File: config.mk
export PLATFORM = sky130hd
export DESIGN_NAME = alu_issue_ctrl_flat
export DESIGN_NICKNAME = d
export VERILOG_FILES = /design/src/rtl/alu_issue_ctrl_if.sv /design/src/rtl/alu_issue_ctrl.sv /design/src/flat_wrapper.sv
export SDC_FILE = /design/constraint.sdc
export NUM_CORES = 1
export LEC_CHECK = 0
export BUFFER_PORTS_ARGS = -buffer_cell sky130_fd_sc_hd__buf_4
export CAP_MARGIN = 20
export CORE_ASPECT_RATIO = 0.8
export CORE_MARGIN = 5
export CORE_UTILIZATION = 32
export CTS_CLUSTER_DIAMETER = 200
export DETAILED_ROUTE_END_ITERATION = 10
export PLACE_DENSITY = 0.52
export SLEW_MARGIN = 20
export SYNTH_ARGS = -nofsm -noshare
export SYNTH_HDL_FRONTEND = slang
export SYNTH_SLANG_ARGS = --single-unit
export TNS_END_PERCENT = 20
File: constraint.sdc
create_clock -name clk -period 5.56 [get_ports clk]
set_clock_uncertainty 0.2 [all_clocks]
set_input_delay 1.112 -clock clk [delete_from_list [all_inputs] [get_ports clk]]
set_output_delay 1.112 -clock clk [all_outputs]
set_load 0.02 [all_outputs]
File: src/rtl/alu_issue_ctrl_if.sv
// Instruction, ALU-bus and debug-read signals of the ALU issue controller.
//   master : instruction source / ALU responder / debug reader (drives in_*, alu_result, rd_addr)
//   slave  : the issue controller (drives in_ready, alu_*, done, err, rd_data)
interface alu_issue_ctrl_if #(
    parameter int unsigned N  = 32,
    parameter int unsigned AW = 2
);
    logic          in_valid;
    logic          in_ready;
    logic [2:0]    in_op;
    logic [AW-1:0] in_dst;
    logic [AW-1:0] in_src_a;
    logic [AW-1:0] in_src_b;
    logic [N-1:0]  in_imm;
    logic [2:0]    alu_op;
    logic [N-1:0]  alu_a;
    logic [N-1:0]  alu_b;
    logic [N-1:0]  alu_result;
    logic          done;
    logic          err;
    logic [AW-1:0] rd_addr;
    logic [N-1:0]  rd_data;

    modport master (
        output in_valid, in_op, in_dst, in_src_a, in_src_b, in_imm, alu_result, rd_addr,
        input  in_ready, alu_op, alu_a, alu_b, done, err, rd_data
    );

    modport slave (
        input  in_valid, in_op, in_dst, in_src_a, in_src_b, in_imm, alu_result, rd_addr,
        output in_ready, alu_op, alu_a, alu_b, done, err, rd_data
    );
endinterface

File: src/rtl/alu_issue_ctrl.sv
// ALU issue controller: accepts one instruction at a time, reads operands from a small
// register file, drives a registered ALU, waits its fixed latency and writes the result back.
// LDI and illegal opcodes retire locally in one cycle.
// Ports:
//   clk    : rising-edge clock
//   rst    : synchronous active-high reset
//   bus_io : instruction handshake, ALU op/operand/result bus, done/err pulses, debug read port
module alu_issue_ctrl #(
    parameter int unsigned N    = 32,
    parameter int unsigned NREG = 4,
    parameter int unsigned AW   = 2,
    parameter int unsigned LAT  = 2
) (
    input logic             clk,
    input logic             rst,
    alu_issue_ctrl_if.slave bus_io
);
    localparam int unsigned CW = (LAT < 1) ? 1 : $clog2(LAT + 1);

    localparam logic [2:0] OpLdi = 3'b110;
    localparam logic [2:0] OpIll = 3'b111;

    typedef enum logic {StIdle, StWait} state_e;

    state_e          state_q, state_d;
    logic [CW-1:0]   cnt_q, cnt_d;
    logic [2:0]      op_q, op_d;
    logic [N-1:0]    a_q, a_d;
    logic [N-1:0]    b_q, b_d;
    logic [AW-1:0]   dst_q, dst_d;
    logic            done_q, done_d;
    logic            err_q, err_d;
    logic [N-1:0]    rf_q [NREG];

    logic            rf_we;
    logic [AW-1:0]   rf_waddr;
    logic [N-1:0]    rf_wdata;

    always_comb begin
        state_d  = state_q;
        cnt_d    = cnt_q;
        op_d     = op_q;
        a_d      = a_q;
        b_d      = b_q;
        dst_d    = dst_q;
        done_d   = 1'b0;
        err_d    = 1'b0;
        rf_we    = 1'b0;
        rf_waddr = dst_q;
        rf_wdata = bus_io.alu_result;

        unique case (state_q)
            StIdle: begin
                if (bus_io.in_valid) begin
                    case (bus_io.in_op)
                        OpLdi: begin
                            rf_we    = 1'b1;
                            rf_waddr = bus_io.in_dst;
                            rf_wdata = bus_io.in_imm;
                            done_d   = 1'b1;
                        end
                        OpIll: begin
                            done_d = 1'b1;
                            err_d  = 1'b1;
                        end
                        default: begin
                            // Operands are read here, so src == dst sees the old value.
                            op_d    = bus_io.in_op;
                            a_d     = rf_q[bus_io.in_src_a];
                            b_d     = rf_q[bus_io.in_src_b];
                            dst_d   = bus_io.in_dst;
                            cnt_d   = '0;
                            state_d = StWait;
                        end
                    endcase
                end
            end
            StWait: begin
                // The ALU result register is valid once the counter reaches LAT.
                if (cnt_q == CW'(LAT)) begin
                    rf_we   = 1'b1;
                    done_d  = 1'b1;
                    state_d = StIdle;
                end else begin
                    cnt_d = cnt_q + CW'(1);
                end
            end
            default: state_d = StIdle;
        endcase
    end

    always_ff @(posedge clk) begin
        if (rst) begin
            state_q <= StIdle;
            cnt_q   <= '0;
            op_q    <= '0;
            a_q     <= '0;
            b_q     <= '0;
            dst_q   <= '0;
            done_q  <= 1'b0;
            err_q   <= 1'b0;
        end else begin
            state_q <= state_d;
            cnt_q   <= cnt_d;
            op_q    <= op_d;
            a_q     <= a_d;
            b_q     <= b_d;
            dst_q   <= dst_d;
            done_q  <= done_d;
            err_q   <= err_d;
        end
    end

    always_ff @(posedge clk) begin
        if (rst) begin
            for (int unsigned i = 0; i < NREG; i++) begin
                rf_q[i] <= '0;
            end
        end else if (rf_we) begin
            rf_q[rf_waddr] <= rf_wdata;
        end
    end

    assign bus_io.in_ready = (state_q == StIdle);
    assign bus_io.alu_op   = op_q;
    assign bus_io.alu_a    = a_q;
    assign bus_io.alu_b    = b_q;
    assign bus_io.done     = done_q;
    assign bus_io.err      = err_q;
    assign bus_io.rd_data  = rf_q[bus_io.rd_addr];
endmodule

File: src/flat_wrapper.sv
// flat-port wrapper written by rule: the top's interface ports become plain ports
module alu_issue_ctrl_flat 
#(
    parameter int unsigned N    = 32,
    parameter int unsigned NREG = 4,
    parameter int unsigned AW   = 2,
    parameter int unsigned LAT  = 2
)
  (clk, rst, bus_io_in_valid, bus_io_in_op, bus_io_in_dst, bus_io_in_src_a, bus_io_in_src_b, bus_io_in_imm, bus_io_alu_result, bus_io_rd_addr, bus_io_in_ready, bus_io_alu_op, bus_io_alu_a, bus_io_alu_b, bus_io_done, bus_io_err, bus_io_rd_data);
  alu_issue_ctrl_if #(.N(N), .AW(AW)) bus_io_i ();
  input logic clk;
  input logic rst;
  input wire logic [$bits(bus_io_i.in_valid)-1:0] bus_io_in_valid;
  input wire logic [$bits(bus_io_i.in_op)-1:0] bus_io_in_op;
  input wire logic [$bits(bus_io_i.in_dst)-1:0] bus_io_in_dst;
  input wire logic [$bits(bus_io_i.in_src_a)-1:0] bus_io_in_src_a;
  input wire logic [$bits(bus_io_i.in_src_b)-1:0] bus_io_in_src_b;
  input wire logic [$bits(bus_io_i.in_imm)-1:0] bus_io_in_imm;
  input wire logic [$bits(bus_io_i.alu_result)-1:0] bus_io_alu_result;
  input wire logic [$bits(bus_io_i.rd_addr)-1:0] bus_io_rd_addr;
  output wire logic [$bits(bus_io_i.in_ready)-1:0] bus_io_in_ready;
  output wire logic [$bits(bus_io_i.alu_op)-1:0] bus_io_alu_op;
  output wire logic [$bits(bus_io_i.alu_a)-1:0] bus_io_alu_a;
  output wire logic [$bits(bus_io_i.alu_b)-1:0] bus_io_alu_b;
  output wire logic [$bits(bus_io_i.done)-1:0] bus_io_done;
  output wire logic [$bits(bus_io_i.err)-1:0] bus_io_err;
  output wire logic [$bits(bus_io_i.rd_data)-1:0] bus_io_rd_data;
  assign bus_io_i.in_valid = bus_io_in_valid;
  assign bus_io_i.in_op = bus_io_in_op;
  assign bus_io_i.in_dst = bus_io_in_dst;
  assign bus_io_i.in_src_a = bus_io_in_src_a;
  assign bus_io_i.in_src_b = bus_io_in_src_b;
  assign bus_io_i.in_imm = bus_io_in_imm;
  assign bus_io_i.alu_result = bus_io_alu_result;
  assign bus_io_i.rd_addr = bus_io_rd_addr;
  assign bus_io_in_ready = bus_io_i.in_ready;
  assign bus_io_alu_op = bus_io_i.alu_op;
  assign bus_io_alu_a = bus_io_i.alu_a;
  assign bus_io_alu_b = bus_io_i.alu_b;
  assign bus_io_done = bus_io_i.done;
  assign bus_io_err = bus_io_i.err;
  assign bus_io_rd_data = bus_io_i.rd_data;
  alu_issue_ctrl #(.N(N), .NREG(NREG), .AW(AW), .LAT(LAT)) u_core (.clk(clk), .rst(rst), .bus_io(bus_io_i));
endmodule
Yosys cells after proc, flatten, opt, wreduce, memory -nomap -nowiden. Memory sizes are Yosys's and may differ from the RTL's. A register that Yosys moved wholly into a read port is not among the register bits. Cells that the tools add are included.

Flip-flop bits (word level): 10. Bits in latches: 0. Memory bits (writable): 128. Memory bits (read-only): 0. Output and inout port bits: 102. Memories kept: 1.

$add $sub $neg: 1. Multipliers: 0. Divide/modulo/power cells: 0. Order comparisons: 0. Equality and inequality tests: 6. Shift-type cells: 0. Mux-type cells: 30. Bitwise gates (word level): 3. Reductions and logical operators: 5.

Memories: u_core.rf_q (depth 4, bits a word 32, read ports 3, clocked after Yosys merged registers in 2, write ports 4, line alu_issue_ctrl.sv:33) `logic [N-1:0] rf_q [NREG];`.

Operators with widths (count): 32-bit two-way mux (4); 32-bit OR reduction (1); 1-bit two-way mux (15); 2-bit two-way mux (7); 3-bit == test, second input constant (2); 2-bit inequality test, second input constant (3); 1-bit case mux with 2 select lines (3); 3-bit AND reduction (2); 2-bit case mux with 2 select lines (1); 1-bit inverter (3); 3-bit OR reduction (1); 2-bit by 1-bit adder with 2-bit output, second input constant (1); 2-bit == test, second input constant (1); 2-bit OR reduction (1).

Longest topological paths before layout.
Word-level depth: 9. Depth in mapped cells: 7. Gate-level depth less buffers: 5.

Worst setup path before layout. No wires, ideal clock.

Kind: input -> output. Start point: input bus_io_rd_addr[0]. End point: output bus_io_rd_data[10]. Arrival time: 2236 ps. Data required time: 4248 ps. Path slack: 2012 ps. Stages on the path: 3. Path buffers: 2. Cell sequence: clkbuf_1 > buf_2 > mux4_2.

Longest elaborated chain between the ends: 1.

RTL lines: from (decl) (line flat_wrapper.sv:20) `input wire logic [$bits(bus_io_i.rd_addr)-1:0] bus_io_rd_addr;`; memory 4 x 32 bit; to (decl) (line flat_wrapper.sv:27) `output wire logic [$bits(bus_io_i.rd_data)-1:0] bus_io_rd_data;`.

Every way passes these cells.

Final worst setup path.
Start point: input bus_io_rd_addr[0]. End point: output bus_io_rd_data[0].

The elaborated chain is that of the path after synthesis.

==> metrics.cfg <==
[logic_synthesis]
yosysSeqAreaShare = 0.518
ys.warnings.count = 0
synth_ff_type = edfxtp_1
async_reset_ff_frac = 0
netlist_top_cells_area = edfxtp_1 (37%), mux4_2 (21%), dfxtp_1 (14%)
synth_cells = 692
syn_nets = 771
synth_top_cell_by_area = edfxtp_1
syn_area_sq_mm = 0.0103
yosys.area.top_type_share = 0.374
synth_edf_count = 128
synth-seq-cells = 202
synth.distinct_cells = 35
syn_avg_cell_area_sq_um = 14.9

[drt]
dr.pass1.iters = 4
antenna_left = 0
drt-met1-wl_mm = 15.1
avgRoutedWirePerCell_um = 26.3
top_layer_used = met5
route.detailed.drc = 0
dr_wl_met3_mm = 2.57
wl_met2_mm = 15.1
initialDrtViolationCount = 562
routed_wl_mm = 33.4
dr_total_vias = 7304
viasPerCell = 5.76

[power_and_ir_drop]
p_switching_w = 0.000971
swShare = 0.251
power_leakage_nw = 4.58
max-vdd-ir-drop_mv = 0.128
power_density_mw_per_mm2 = 304
pwr-share-comb = 0.132
p_int_w = 0.00289
power_frac_clock = 0.425
seqPwrFrac = 0.443

[cts]
clkSinkCount = 202
cts_tree = built
numCtsBuffers = 24
cts_max_path_buffers = 3
cts.repair.resized = 0
ctsHtreeMaxLevel = 1
clock-root-buffer = clkbuf_16
hold_buffers = 0
post-cts-setup-buffers = 0
insertion_delay_ns = 0.52
cts.clk_slew.worst_paths_ns = 0.06

[floorplanning]
die_h_um = 170
die_x_um = 210
start_util = 0.326
top_level_ports = 180
core_sq_mm = 0.0316
rows = 58
die-area_sq_mm = 0.0358

[cells_and_area]
fill_cells = 3005
synthToLayoutAreaGrowth_pct = 23.5
final_core_util = 0.402
fin_nets = 908
drive_gt1_frac = 0.401

[sta]
hold_viol_final = 0
fin_tns_setup_ns = 0
fmax_mhz = 260
tightest_slew_ns = 1.05
slew_violations = 0
fin_crit_sh = 0.693
period_minus_slack_ns = 3.85
setup_viol = 0
max_slew_margin = 0.300
rsz0062_at_grt = no
worst_slack_ns = 1.71

[place]
io_buffer_count = 179
dp_hpwl_mm = 20.2
dp_slack_ns = 1.28
gp_congestion = 0.739

[grt]
grt_overflow = 0
antenna_found_initial = 4
grt_pass1_wl_mm = 50.2
grt_max_degree = 55
grt_pass1_vias = 7526
track_usage = 0.184

[critical_path]
critPathKind = in -> out
cp_top_family = buffers and inverters
critPathRequiredTime_ns = 4.25
arrival_ns = 2.54
path_common_cell = buf_4
cp.buffers_inverters = 2
crit_chain = buf_4 -> mux4_2 -> buf_4
cp_slowest_stage_delay_ns = 0.64
worst_setup_path_end_kind = primary output
crit_path_top_delay_cell = mux4_2
worstPathMaxFanout = 32
startpoint_type = input port

[flow_run]
drv_cap = 0

[outcome]
status = finished, final reports clean

[worst_hold_path]
min_path_type = reg -> reg

kinds of logic after synthesis:
group | Yosys count | share of synthesized area
AOI/OAI and AO/OA | 212 | 0.174
and+or+nand+nor | 97 | 0.0511
DFF | 202 | 0.518
muxes | 96 | 0.210
buffers and inverters | 84 | 0.0447
adders and majority gates | 1 | 0.00122
path summary, 6_finish.rpt:
check / from / end / slack (ns) / cells after the start
setup reg to reg: u_core.cnt_q[0]$_SDFFE_PP0P_ / u_core.rf_q[2][24]$_SDFFCE_PN0P_ / 2.36 / 5
hold reg to reg: u_core.bus_io.alu_a[14]$_SDFFE_PP0P_ / u_core.bus_io.alu_a[14]$_SDFFE_PP0P_ / 0.28 / 1
hold / removal: u_core.bus_io.alu_a[14]$_SDFFE_PP0P_ / u_core.bus_io.alu_a[14]$_SDFFE_PP0P_ / 0.28 / 1
setup / recovery: bus_io_rd_addr[0] / bus_io_rd_data[0] / 1.71 / 3
synth_stat cells (all sizes together), types with 2 or more instances:
cell type / instances
edfxtp: 128
mux4: 96
a22o: 95
dfxtp: 74
a32o: 64
buf: 58
a21oi: 40
nand2: 36
nand3: 34
clkbuf: 20
inv: 6
nor2: 6
nor2b: 4
nor3: 4
nand2b: 3
o211ai: 3
o21ai: 3
a311o: 2
a31o: 2
and2: 2
and4b: 2
nor3b: 2
o32ai: 2
worst reg2reg max path, cell delays in order, from the launching register on:
cell	delay [ns]
dfxtp_1	0.31
inv_1	0.07
ha_1	0.25
nand4bb_4	0.22
nor2_4	0.84
a311o_2	0.92
state kept, by name, summed over array words and instances, names as in the netlist:
register              cells
u_core.bus_io.alu_b      32
u_core.state_q            1
u_core.bus_io.done        1
u_core.rf_q             128
u_core.bus_io.alu_a      32
u_core.dst_q              2
u_core.bus_io.alu_op      3
u_core.bus_io.err         1
u_core.cnt_q              2
power by group through the flow:
stage | Clock (W) | Combinational [W] | Sequential (W)
after floorplan | 0 | 0.000272 | 0.00176
after global placement | 0 | 0.000510 | 0.00174
after detailed placement | 0 | 0.000512 | 0.00174
after CTS | 0.00167 | 0.000514 | 0.00171
after global routing | 0.00175 | 0.000546 | 0.00172
final | 0.00164 | 0.000509 | 0.00171
cells in the final DEF, fill, tap and decap left out, types with 4 or more instances in the layout:
cell,instances
inv_1,5
edfxtp_1,128
a32o_1,64
a21oi_1,39
nor2_1,4
clkbuf_16,25
nand3_1,34
buf_4,187
nand2_1,36
a22o_1,95
dfxtp_1,74
clkbuf_1,7
mux4_2,96
clkinv_2,4
layer usage:
metal  vias up  GRT usage
met1      3729      0.259
li1       3226          -
met5         -          0
met4         8     0.0369
met2       298      0.283
met3        43     0.0549
metrics by stage:
| step | instance area (sq um) | cells | hold WS (ns) | power (W) |
|---|---|---|---|---|
| final | 12700 | 1268 | 0.279 | 0.00386 |
| after global routing | 12700 | 1267 | 0.294 | 0.00401 |
| after CTS | 12700 | 1266 | 0.281 | 0.00390 |
| after floorplan | 10300 | 692 | 0.264 | 0.00203 |
| after detailed placement | 11800 | 1222 | 0.263 | 0.00226 |
| after global placement | 11800 | 1221 | 0.259 | 0.00225 |
layout make-up:
type | count | area, sq um | share of cell area
flip-flops and latches | 202 | 5330 | 0.420
multi-input cells | 406 | 4550 | 0.359
repair buffers | 189 | 1450 | 0.114
clock buffers | 35 | 693 | 0.0546
well taps | 420 | 526 | 0.0414
clock inverters | 9 | 118 | 0.00927
inverters | 6 | 22.5 | 0.00177
diodes | 1 | 2.50 | 0.000197
(Power assumes the default switching activity.)
